$ cat src/rtl/alu_arbiter.sv
// alu_arbiter: two requesters share a single ALU through a round-robin arbiter.
// The result goes into a one-deep output register (EMPTY/FULL) with a
// valid/ready handshake. When the consumer takes the held result, a new
// operation can load in the same cycle, so there is no bubble.
// op_count counts the results the consumer has taken.

// Shared ALU: add, sub (A-B), and, xor, plus carry-out and signed overflow.
module alu #(
  parameter int WIDTH = 64
) (
  input  logic [WIDTH-1:0] A,
  input  logic [WIDTH-1:0] B,
  input  logic [1:0]       control,
  output logic [WIDTH-1:0] out,
  output logic             Cout,
  output logic             OF
);

  logic [WIDTH:0] wide_s;

  // Compute the result and flags for the selected opcode.
  // For sub, Cout is the carry out of A + ~B + 1, so Cout=1 means no borrow.
  always_comb begin
    wide_s = {(WIDTH+1){1'b0}};
    out    = {WIDTH{1'b0}};
    Cout   = 1'b0;
    OF     = 1'b0;
    case (control)
      2'd0: begin
        wide_s = {1'b0, A} + {1'b0, B};
        out    = wide_s[WIDTH-1:0];
        Cout   = wide_s[WIDTH];
        OF     = (A[WIDTH-1] == B[WIDTH-1]) && (wide_s[WIDTH-1] != A[WIDTH-1]);
      end
      2'd1: begin
        wide_s = {1'b0, A} + {1'b0, ~B} + {{WIDTH{1'b0}}, 1'b1};
        out    = wide_s[WIDTH-1:0];
        Cout   = wide_s[WIDTH];
        OF     = (A[WIDTH-1] != B[WIDTH-1]) && (wide_s[WIDTH-1] != A[WIDTH-1]);
      end
      2'd2: begin
        out = A & B;
      end
      2'd3: begin
        out = A ^ B;
      end
      default: begin
        out = {WIDTH{1'b0}};
      end
    endcase
  end

endmodule

module alu_arbiter #(
  parameter int WIDTH = 64,
  parameter int CNT_W = 16
) (
  input  logic             clk,
  input  logic             rst_n,
  input  logic             req0_valid,
  output logic             req0_ready,
  input  logic [WIDTH-1:0] req0_A,
  input  logic [WIDTH-1:0] req0_B,
  input  logic [1:0]       req0_op,
  input  logic             req1_valid,
  output logic             req1_ready,
  input  logic [WIDTH-1:0] req1_A,
  input  logic [WIDTH-1:0] req1_B,
  input  logic [1:0]       req1_op,
  output logic             res_valid,
  input  logic             res_ready,
  output logic [WIDTH-1:0] res_out,
  output logic             res_cout,
  output logic             res_of,
  output logic             res_zf,
  output logic             res_sf,
  output logic             res_id,
  output logic [CNT_W-1:0] op_count
);

  typedef enum logic {
    ST_EMPTY = 1'b0,
    ST_FULL  = 1'b1
  } state_t;

  state_t           state_q, state_d;
  logic             prio_q, prio_d;
  logic [CNT_W-1:0] op_count_q, op_count_d;
  logic [WIDTH-1:0] res_out_q, res_out_d;
  logic             res_cout_q, res_cout_d;
  logic             res_of_q, res_of_d;
  logic             res_zf_q, res_zf_d;
  logic             res_sf_q, res_sf_d;
  logic             res_id_q, res_id_d;

  logic             can_accept_s;
  logic             winner_s;
  logic             grant_s;
  logic [WIDTH-1:0] alu_a_s, alu_b_s, alu_out_s;
  logic [1:0]       alu_op_s;
  logic             alu_cout_s, alu_of_s;

  // Arbitration: pick the winner, raise its ready, and steer its operands to the ALU.
  // The grant is also gated by rst_n, so no transfer happens while reset is low.
  always_comb begin
    can_accept_s = (state_q == ST_FULL) ? res_ready : 1'b1;
    if (req0_valid && req1_valid) begin
      winner_s = prio_q;
    end else if (req1_valid) begin
      winner_s = 1'b1;
    end else begin
      winner_s = 1'b0;
    end
    grant_s    = rst_n && can_accept_s && (req0_valid || req1_valid);
    req0_ready = grant_s && !winner_s;
    req1_ready = grant_s && winner_s;
    if (grant_s && winner_s) begin
      alu_a_s  = req1_A;
      alu_b_s  = req1_B;
      alu_op_s = req1_op;
    end else begin
      alu_a_s  = req0_A;
      alu_b_s  = req0_B;
      alu_op_s = req0_op;
    end
  end

  alu #(.WIDTH(WIDTH)) u_alu (
    .A       (alu_a_s),
    .B       (alu_b_s),
    .control (alu_op_s),
    .out     (alu_out_s),
    .Cout    (alu_cout_s),
    .OF      (alu_of_s)
  );

  // Output stage next state: load on grant, drain on consume, else hold.
  always_comb begin
    state_d    = state_q;
    prio_d     = prio_q;
    op_count_d = op_count_q;
    res_out_d  = res_out_q;
    res_cout_d = res_cout_q;
    res_of_d   = res_of_q;
    res_zf_d   = res_zf_q;
    res_sf_d   = res_sf_q;
    res_id_d   = res_id_q;
    if ((state_q == ST_FULL) && res_ready) begin
      op_count_d = op_count_q + {{(CNT_W-1){1'b0}}, 1'b1};
    end else begin
      op_count_d = op_count_q;
    end
    if (grant_s) begin
      state_d    = ST_FULL;
      prio_d     = !winner_s;
      res_out_d  = alu_out_s;
      res_cout_d = alu_cout_s;
      res_of_d   = alu_of_s;
      res_zf_d   = (alu_out_s == {WIDTH{1'b0}});
      res_sf_d   = alu_out_s[WIDTH-1];
      res_id_d   = winner_s;
    end else if ((state_q == ST_FULL) && res_ready) begin
      state_d = ST_EMPTY;
    end else begin
      state_d = state_q;
    end
  end

  // State registers with synchronous active-low reset.
  always_ff @(posedge clk) begin
    if (!rst_n) begin
      state_q    <= ST_EMPTY;
      prio_q     <= 1'b0;
      op_count_q <= {CNT_W{1'b0}};
      res_out_q  <= {WIDTH{1'b0}};
      res_cout_q <= 1'b0;
      res_of_q   <= 1'b0;
      res_zf_q   <= 1'b0;
      res_sf_q   <= 1'b0;
      res_id_q   <= 1'b0;
    end else begin
      state_q    <= state_d;
      prio_q     <= prio_d;
      op_count_q <= op_count_d;
      res_out_q  <= res_out_d;
      res_cout_q <= res_cout_d;
      res_of_q   <= res_of_d;
      res_zf_q   <= res_zf_d;
      res_sf_q   <= res_sf_d;
      res_id_q   <= res_id_d;
    end
  end

  assign res_valid = (state_q == ST_FULL);
  assign res_out   = res_out_q;
  assign res_cout  = res_cout_q;
  assign res_of    = res_of_q;
  assign res_zf    = res_zf_q;
  assign res_sf    = res_sf_q;
  assign res_id    = res_id_q;
  assign op_count  = op_count_q;

endmodule

$ cat config.mk
export PLATFORM = sky130hd
export DESIGN_NAME = alu_arbiter
export DESIGN_NICKNAME = d
export VERILOG_FILES = /design/src/rtl/alu_arbiter.sv
export SDC_FILE = /design/constraint.sdc
export NUM_CORES = 1
export LEC_CHECK = 0
export ABC_AREA = 1
export CORE_ASPECT_RATIO = 1.4
export CORE_MARGIN = 5
export CORE_UTILIZATION = 50
export CTS_CLUSTER_SIZE = 24
export DETAILED_ROUTE_END_ITERATION = 6
export GPL_ROUTABILITY_DRIVEN = 0
export PLACE_DENSITY = 0.85
export SYNTH_ARGS = -nofsm -noshare
export SYNTH_HDL_FRONTEND = slang
export SYNTH_SLANG_ARGS = --single-unit
$ cat constraint.sdc
create_clock -name clk -period 4.5 [get_ports clk]
set_input_delay 0.9 -clock clk [delete_from_list [all_inputs] [get_ports clk]]
set_output_delay 0.9 -clock clk [all_outputs]
set_load 0.005 [all_outputs]
==> results.tsv, run 1 <==
stage	metric	value	unit
status	status	aborted with a tool error	
status	Failed at	global routing (5_1_grt)	
status	Run Error	[ERROR GRT-0116] Global routing finished with congestion. Check the congestion regions in the DRC Viewer.	
global_route	largest net degree at the start of global routing	67	
logic_synthesis	syn_area_per_cell	5.05	um2
global_route	vias in the first global route	32900	
cts	Clock Path Buffers	2	
cts	clk sinks	86	
logic_synthesis	Yosys reg bits	86	
logic_synthesis	most frequent cells after synthesis	nand2_1 (1215), inv_1 (598), nor2_1 (390), nand3_1 (286), a21oi_1 (204)	
floorplanning	Die H	236	um
floorplanning	Initial Util	50.6	%
floorplanning	# rows	82	
logic_synthesis	Seq/Total Area, Yosys	9.47	%
cts	H-tree levels	3	
cts	clock buffer count from CTS	9	
cts	hold_buf cts	0	
logic_synthesis	Synth cell types	54	
place	detailed placement HPWL	81000	um
logic_synthesis	syn nets	3984	
floorplanning	# IOs	353	
logic_synthesis	count leader, synth	nand2_1	
logic_synthesis	Post-synth EDFFs	0	
logic_synthesis	Cells after Synth	3596	
floorplanning	Die Wd	171	um
global_route	overflow left after global routing	286	
logic_synthesis	Async SR Flop Fraction	0	%
logic_synthesis	yosys warns	0	
logic_synthesis	top cells by area, synth	nand2_1 (25%), inv_1 (12%), dfxtp_1 (9.5%)	
global_route	gr usage total	62.7	%
logic_synthesis	dominant cell type by area after synthesis	nand2_1	
logic_synthesis	Synth top area share	25.1	%
global_route	first-pass GRT wire length	200000	um
cts	Clock Tree Root	clkbuf_16	
place	input/output buffers	352	
logic_synthesis	Post-synth top flop	dfxtp_1	
logic_synthesis	area of the mapped netlist	18200	um2
## logic make-up after synthesis
group	after synthesis	share of synthesized area, %
buf+inv	746	15.9
simple gates	2098	49.0
fa+ha+maj	123	8.47
compound gates	533	16.7
flops	86	9.47
xor+xnor	10	0.482
## metal layers
layer / track usage, % / GRT overflow
met1: 60.3 / 1
met2: 81.5 / 173
met3: 45.6 / 3
met4: 62.6 / 108
met5: 23.5 / 1
## metrics by stage
step                cells  setup TNS [ns]  cell area, um2  util (%)  worst slack, ns
CTS                  5064         -0.0296           28800      80.3          -0.0296
detailed placement   5023          -16.00           27400      76.4           -0.790
floorplan            3596               0           18200         -           0.0152
global placement     5023          -11.65           27400      76.4           -0.757
## timing repair
action	4_1_cts
setup endpoints to repair	22
cloned	5
setup buffers	20
resized for setup	236
pin swaps	60
==> run 2: changes to the inputs <==
==> config.mk (replaced) <==
export PLATFORM = sky130hd
export DESIGN_NAME = alu_arbiter
export DESIGN_NICKNAME = d
export VERILOG_FILES = /design/src/rtl/alu_arbiter.sv
export SDC_FILE = /design/constraint.sdc
export NUM_CORES = 1
export LEC_CHECK = 0
export ABC_AREA = 1
export CORE_MARGIN = 5
export CORE_UTILIZATION = 36
export DETAILED_ROUTE_END_ITERATION = 6
export GPL_ROUTABILITY_DRIVEN = 0
export PLACE_DENSITY_LB_ADDON = 0.15
export SYNTH_ARGS = -nofsm -noshare
export SYNTH_HDL_FRONTEND = slang
export SYNTH_SLANG_ARGS = --single-unit
==> constraint.sdc (replaced) <==
create_clock -name clk -period 5.85 [get_ports clk]
set_input_delay 1.17 -clock clk [delete_from_list [all_inputs] [get_ports clk]]
set_output_delay 1.17 -clock clk [all_outputs]
set_load 0.005 [all_outputs]
==> results.tsv, run 2 <==
stage	metric	value	unit	change
layout	commonest non-fill, non-tap cells in the layout	nand2_1 (1215), inv_1 (598), nor2_1 (386)		
sta	Tcrit/Tclk final	95.6	%	
place	detailed placement HPWL	76100	um	-6.1%
layout	max reg flops	64		
cts	Clock Path Buffers	2		unchanged
hold_path	HP Class	flip-flop to flip-flop		
logic_synthesis	count leader, synth	nand2_1		
cts	Clock Latency Late Sink	0.33	ns	
critical_path	Crit-path slowest cell	clkdlybuf4s50_1		
critical_path	kind of critical path	primary input to flip-flop		
floorplanning	# rows	82		unchanged
layout	Final Cell Area	23400	um2	
critical_path	worst reg2reg path startpoint	res_valid		
sta	Hold WS	0.449	ns	
sta	Slew HR	41.9	%	
cts	clock buffer count from CTS	9		unchanged
logic_synthesis	Yosys reg bits	86		unchanged
cts	Reg clk slew, reported paths	0.06	ns	
global_route	met2 usage	44.7	%	
global_route	gr usage total	29.9	%	
layout	nets	4368		
detailed_routing	Via Count	24500		
hold_path	min-delay src	res_id		
floorplanning	Die H	235	um	-0.38%
logic_synthesis	Synth cell types	54		unchanged
global_route	vias in the first global route	22000		
sta	setup TNS	0	ns	
floorplanning	core area	50100	um2	
global_route	largest net degree at the start of global routing	81		
critical_path	Required @ worst endpoint	6.13	ns	
layout	commonest non-fill, non-tap cell in the layout	nand2_1		
cts	hold_buf cts	0		unchanged
global_route	overflow left after global routing	0		
global_route	first-pass GRT wire length	131000	um	
power_and_ir_drop	P_leak	0.0119	uW	
global_route	met1 Use GR	43.0	%	
status	status	complete, no violations		
critical_path	most common cell type on the critical path	nand2_1		
detailed_routing	initial DRC count	3316		
critical_path	CP top delay family	simple AND/OR/NAND/NOR gates		
sta	max-slew violations	0		
power_and_ir_drop	Cell Pwr Density	187	nW/um2	
layout	post-layout util	46.8	%	
floorplanning	Die Wd	235	um	+37%
power_and_ir_drop	Worst VDD drop	0.126	mV	
critical_path	slowest stage delay, CP	0.58	ns	
layout	share of layout cells above drive strength 1	7.48	%	
logic_synthesis	Synth top area share	25.1	%	unchanged
critical_path	CP startpoint kind	primary input		
sta	# setup viols final	0		
global_route	GR Util met3	6.04	%	
critical_path	Crit path buffers/inverters	6		
logic_synthesis	syn_area_per_cell	5.05	um2	unchanged
place	input/output buffers	352		unchanged
place	Placed Area	23100	um2	-16%
detailed_routing	vias per cell	5.27		
cts	clk sinks	86		unchanged
logic_synthesis	syn nets	3984		unchanged
cts	H-tree levels	3		unchanged
logic_synthesis	Post-synth top flop	dfxtp_1		
sta	worst setup margin	0.256	ns	
detailed_routing	DRT Pass-1 Iters	6		
logic_synthesis	Cells after Synth	3596		unchanged
logic_synthesis	top cells by area, synth	nand2_1 (25%), inv_1 (12%), dfxtp_1 (9.5%)		
logic_synthesis	Async SR Flop Fraction	0	%	unchanged
global_route	grt peak-use layer	met2		
detailed_routing	post-DR wirelength/cell	19.0	um	
layout	Area Overhead vs Synth	29.0	%	
global_route	initial antenna violation count	2		
place	Place WS	0.122	ns	+0.912 ns
logic_synthesis	Post-synth EDFFs	0		unchanged
flow_run	Max-Cap Viols	0		
sta	RSZ-0062 raised after global routing	false		
sta	crit path time final	5.59	ns	
cts	CTS tree	done		
logic_synthesis	Seq/Total Area, Yosys	9.47	%	unchanged
logic_synthesis	most frequent cells after synthesis	nand2_1 (1215), inv_1 (598), nor2_1 (390), nand3_1 (286), a21oi_1 (204)		
sta	final worst clock skew	0.00556	ns	
detailed_routing	DRC	0		
floorplanning	Die ar.	55100	um2	
critical_path	Max FO, Critical Path	35		
logic_synthesis	dominant cell type by area after synthesis	nand2_1		
sta	Highest Clock Rate	179	MHz	
critical_path	endpoint type of the worst setup path	flip-flop		
detailed_routing	wirelength, routed	88600	um	
logic_synthesis	yosys warns	0		unchanged
floorplanning	Initial Util	36.3	%	-14 points
critical_path	Crit. Startpoint	req0_valid		
detailed_routing	antenna viol nets, final	0		
critical_path	Worst EP arrival	5.88	ns	
cts	Clock Tree Root	clkbuf_16		
logic_synthesis	area of the mapped netlist	18200	um2	unchanged
sta	Worst Max-Slew Pin Slew	0.870	ns	
sta	final hold vios	0		
floorplanning	# IOs	353		unchanged
==> run 2: cell counts after synthesis <==
Identical to the previous run, type by type.
==> run 2: worst min-delay path, cell delays in order (launching register included) <==
cell and delay, ns:
dfxtp_1 0.31, nand2_1 0.06, nand2_1 0.04
==> run 2: logic make-up after synthesis <==
group,count (synthesis),share of synthesized area (%)
adder cells (fa/ha/maj),123,8.47
buffers and inverters,746,15.9
AND/OR/NAND/NOR,2098,49.0
AO/OA/AOI/OAI,533,16.7
XOR/XNOR,10,0.482
flip-flops,86,9.47
==> run 2: path summary, 6_finish.rpt <==
check / to / slack (ns) / cells past startpoint
worst max-delay path: res_zf / 0.26 / 29
worst min-delay path: res_id / 0.45 / 2
worst max register to register: res_zf / 1.32 / 27
worst min register to register: res_id / 0.45 / 2
==> run 2: repair_timing <==
item                                    4_1_cts  5_1_grt
endpoints found under the setup margin        0        1
gates resized for setup                       0        3
setup buffers                                 0        1
endpoints found under the hold margin         0        0
==> run 2: layout make-up <==
cell class	instances	area (um2)
antenna	1	2.50
clock buffer	12	246
clock inverter	4	70.1
fill	5701	26600
inverter	639	2400
multi-input combinational	2764	13600
sequential	86	1720
tap	672	841
timing repair buffer	480	4560
==> run 2: layer usage <==
metal,vias to the layer above,part of all wire (%)
li1,12100,-
met4,0,3.8
met3,206,13
met2,1490,40
met1,10800,43
met5,-,0
==> run 2: through the flow <==
stage                     instances  total power, uW
after floorplan                3596             2370
after global placement         4639             3650
after detailed placement       4639             3650
after CTS                      4655             4270
after global routing           4657             4640
final                          4658             4380
==> run 2: where the power goes <==
part	internal, uW	switching [uW]	total (uW)
clock network	384	222	606
registers	658	43.5	701
logic	1080	1990	3070
total	2120	2260	4380
No activity file was read; power rests on OpenSTA's default activity.
==> run 3: changes to the inputs <==
--- a/config.mk
+++ b/config.mk
@@ -6,8 +6,11 @@
 export NUM_CORES = 1
 export LEC_CHECK = 0
 export ABC_AREA = 1
+export CAP_MARGIN = 20
+export CELL_PAD_IN_SITES_DETAIL_PLACEMENT = 0
+export CELL_PAD_IN_SITES_GLOBAL_PLACEMENT = 1
 export CORE_MARGIN = 5
-export CORE_UTILIZATION = 36
+export CORE_UTILIZATION = 35
 export DETAILED_ROUTE_END_ITERATION = 6
 export GPL_ROUTABILITY_DRIVEN = 0
 export PLACE_DENSITY_LB_ADDON = 0.15
==> results.tsv, run 3 (synthesis gave the netlist of run 2 again) <==
stage	metric	value	unit	change
cts	clock buffer count from CTS	9		unchanged
flow_run	Max-Cap Viols	0		unchanged
global_route	first-pass GRT wire length	136000	um	+3.4%
sta	Tcrit/Tclk final	94.9	%	-0.74 points
sta	worst setup margin	0.299	ns	+0.0430 ns
cts	total setup buffers inserted after CTS	0		unchanged
power_and_ir_drop	P_leak	0.0118	uW	-0.92%
detailed_routing	DRC	1		+1
critical_path	CP startpoint kind	primary input		
sta	RSZ-0062 raised after global routing	false		
detailed_routing	Via Count	24300		-0.88%
cts	post-CTS sizing	0		unchanged
cts	clk sinks	86		unchanged
place	detailed placement HPWL	79500	um	+4.5%
power_and_ir_drop	Worst VDD drop	0.123	mV	-1.7%
layout	max reg flops	64		unchanged
floorplanning	Initial Util	35.4	%	-0.94 points
sta	Hold WS	0.445	ns	-0.00424 ns
critical_path	Worst EP arrival	5.83	ns	-0.05 ns
critical_path	endpoint type of the worst setup path	flip-flop		
place	Place WS	-0.0606	ns	-0.182 ns
floorplanning	Die Wd	238	um	+1.4%
layout	diodes inserted	0		-1
global_route	gr usage total	30.7	%	+0.75 points
detailed_routing	vias per cell	5.23		-0.69%
cts	CTS tree	done		
layout	share of layout cells above drive strength 1	7.23	%	-0.25 points
sta	Worst Max-Slew Pin Slew	0.668	ns	-0.202 ns
global_route	overflow left after global routing	0		unchanged
layout	nets	4353		-0.34%
sta	crit path time final	5.55	ns	-0.0430 ns
layout	Area Overhead vs Synth	28.4	%	
critical_path	kind of critical path	primary input to flip-flop		
global_route	largest net degree at the start of global routing	74		-8.6%
detailed_routing	initial DRC count	2538		-23%
cts	H-tree levels	3		unchanged
detailed_routing	DRT Pass-1 Iters	7		+1
sta	Highest Clock Rate	180	MHz	+0.78%
sta	# setup viols final	0		unchanged
sta	final worst clock skew	0.00666	ns	+0.00110 ns
floorplanning	Die H	238	um	+1.4%
power_and_ir_drop	Overall Power	4380	uW	about the same
floorplanning	Die ar.	56600	um2	+2.7%
sta	max-slew violations	0		unchanged
detailed_routing	post-DR wirelength/cell	19.8	um	+4.1%
detailed_routing	antenna viol nets, final	0		unchanged
cts	hold_buf cts	0		unchanged
detailed_routing	wirelength, routed	92000	um	+3.9%
sta	final hold vios	0		unchanged
power_and_ir_drop	Cell Pwr Density	188	nW/um2	+0.58%
cts	Clock Latency Late Sink	0.34	ns	about the same
layout	commonest non-fill, non-tap cells in the layout	nand2_1 (1215), inv_1 (598), nor2_1 (386)		
sta	Slew HR	54.9	%	+13 points
status	failing checks	design-rule violations		
critical_path	Required @ worst endpoint	6.13	ns	about the same
status	status	finished with violations		
floorplanning	# IOs	353		unchanged
cts	Clock Path Buffers	2		unchanged
layout	commonest non-fill, non-tap cell in the layout	nand2_1		
critical_path	Max FO, Critical Path	68		+94%
cts	Reg clk slew, reported paths	0.07	ns	about the same
place	input/output buffers	352		unchanged
floorplanning	core area	51400	um2	+2.7%
global_route	vias in the first global route	22600		+2.7%
hold_path	HP Class	flip-flop to flip-flop		
floorplanning	# rows	83		+1.2%
cts	Clock Tree Root	clkbuf_16		
global_route	initial antenna violation count	0		-2
[run 3: final cells by class]
class / count / area (um2)
tap: 680 / 851
sequential: 86 / 1720
timing repair buffer: 465 / 4460
clock buffer: 9 / 225
multi-input combinational: 2764 / 13600
fill: 5885 / 28100
clock inverter: 6 / 70.1
inverter: 639 / 2400
[run 3: report_power, final]
group	leakage [uW]	internal, uW	total [uW]	switching [uW]
sequential	0.000707	658	702	44.5
combinational	0.0110	1060	3100	2040
clock	0.000135	332	579	247
total	0.0118	2050	4380	2330
[run 3: worst max-delay path: stages]
cell             delay (ns)
clkdlybuf4s50_1        0.59
inv_2                  0.06
nand2_1                0.08
nand3_2                0.09
nor2_4                 0.17
buf_12                 0.24
buf_4                  0.27
o21ai_0                0.14
ha_1                   0.53
inv_1                  0.21
nand2_1                0.10
nand2_1                0.08
a21oi_1                0.39
o211ai_1               0.19
a21oi_1                0.32
nand3_1                0.11
nand3_1                0.12
nand2_1                0.05
nor2_1                 0.15
nand2_1                0.07
nor2_1                 0.26
nand3_1                0.13
nor2_1                 0.10
nand3_1                0.07
nand2_1                0.06
[run 3: path summary, 6_finish.rpt]
path / startpoint / depth (start not counted) / slack (ns) / end
hold / removal: res_id / 2 / 0.45 / res_id
setup / recovery: req0_valid / 25 / 0.30 / res_zf
hold reg to reg: res_id / 2 / 0.45 / res_id
setup reg to reg: res_valid / 23 / 1.38 / res_zf
[run 3: per-layer routing]
layer  vias to the layer above  part of all wire, %  track usage (%)
met5                         -                0.098             1.18
met2                      1278                   41             46.9
met4                         2                  2.7             7.59
met1                     10900                   44             43.7
met3                       142                   12             6.89
li1                      12000                    -                -
[run 3: through the flow]
step                utilization, %  setup TNS, ns  instances  cell area (um2)
floorplan                        -              0       3596            18200
global placement              44.8        -0.0927       4634            23000
detailed placement            44.8        -0.0606       4634            23000
CTS                           45.4              0       4649            23300
global route                  45.4              0       4649            23300
finish                        45.4              0       4649            23300
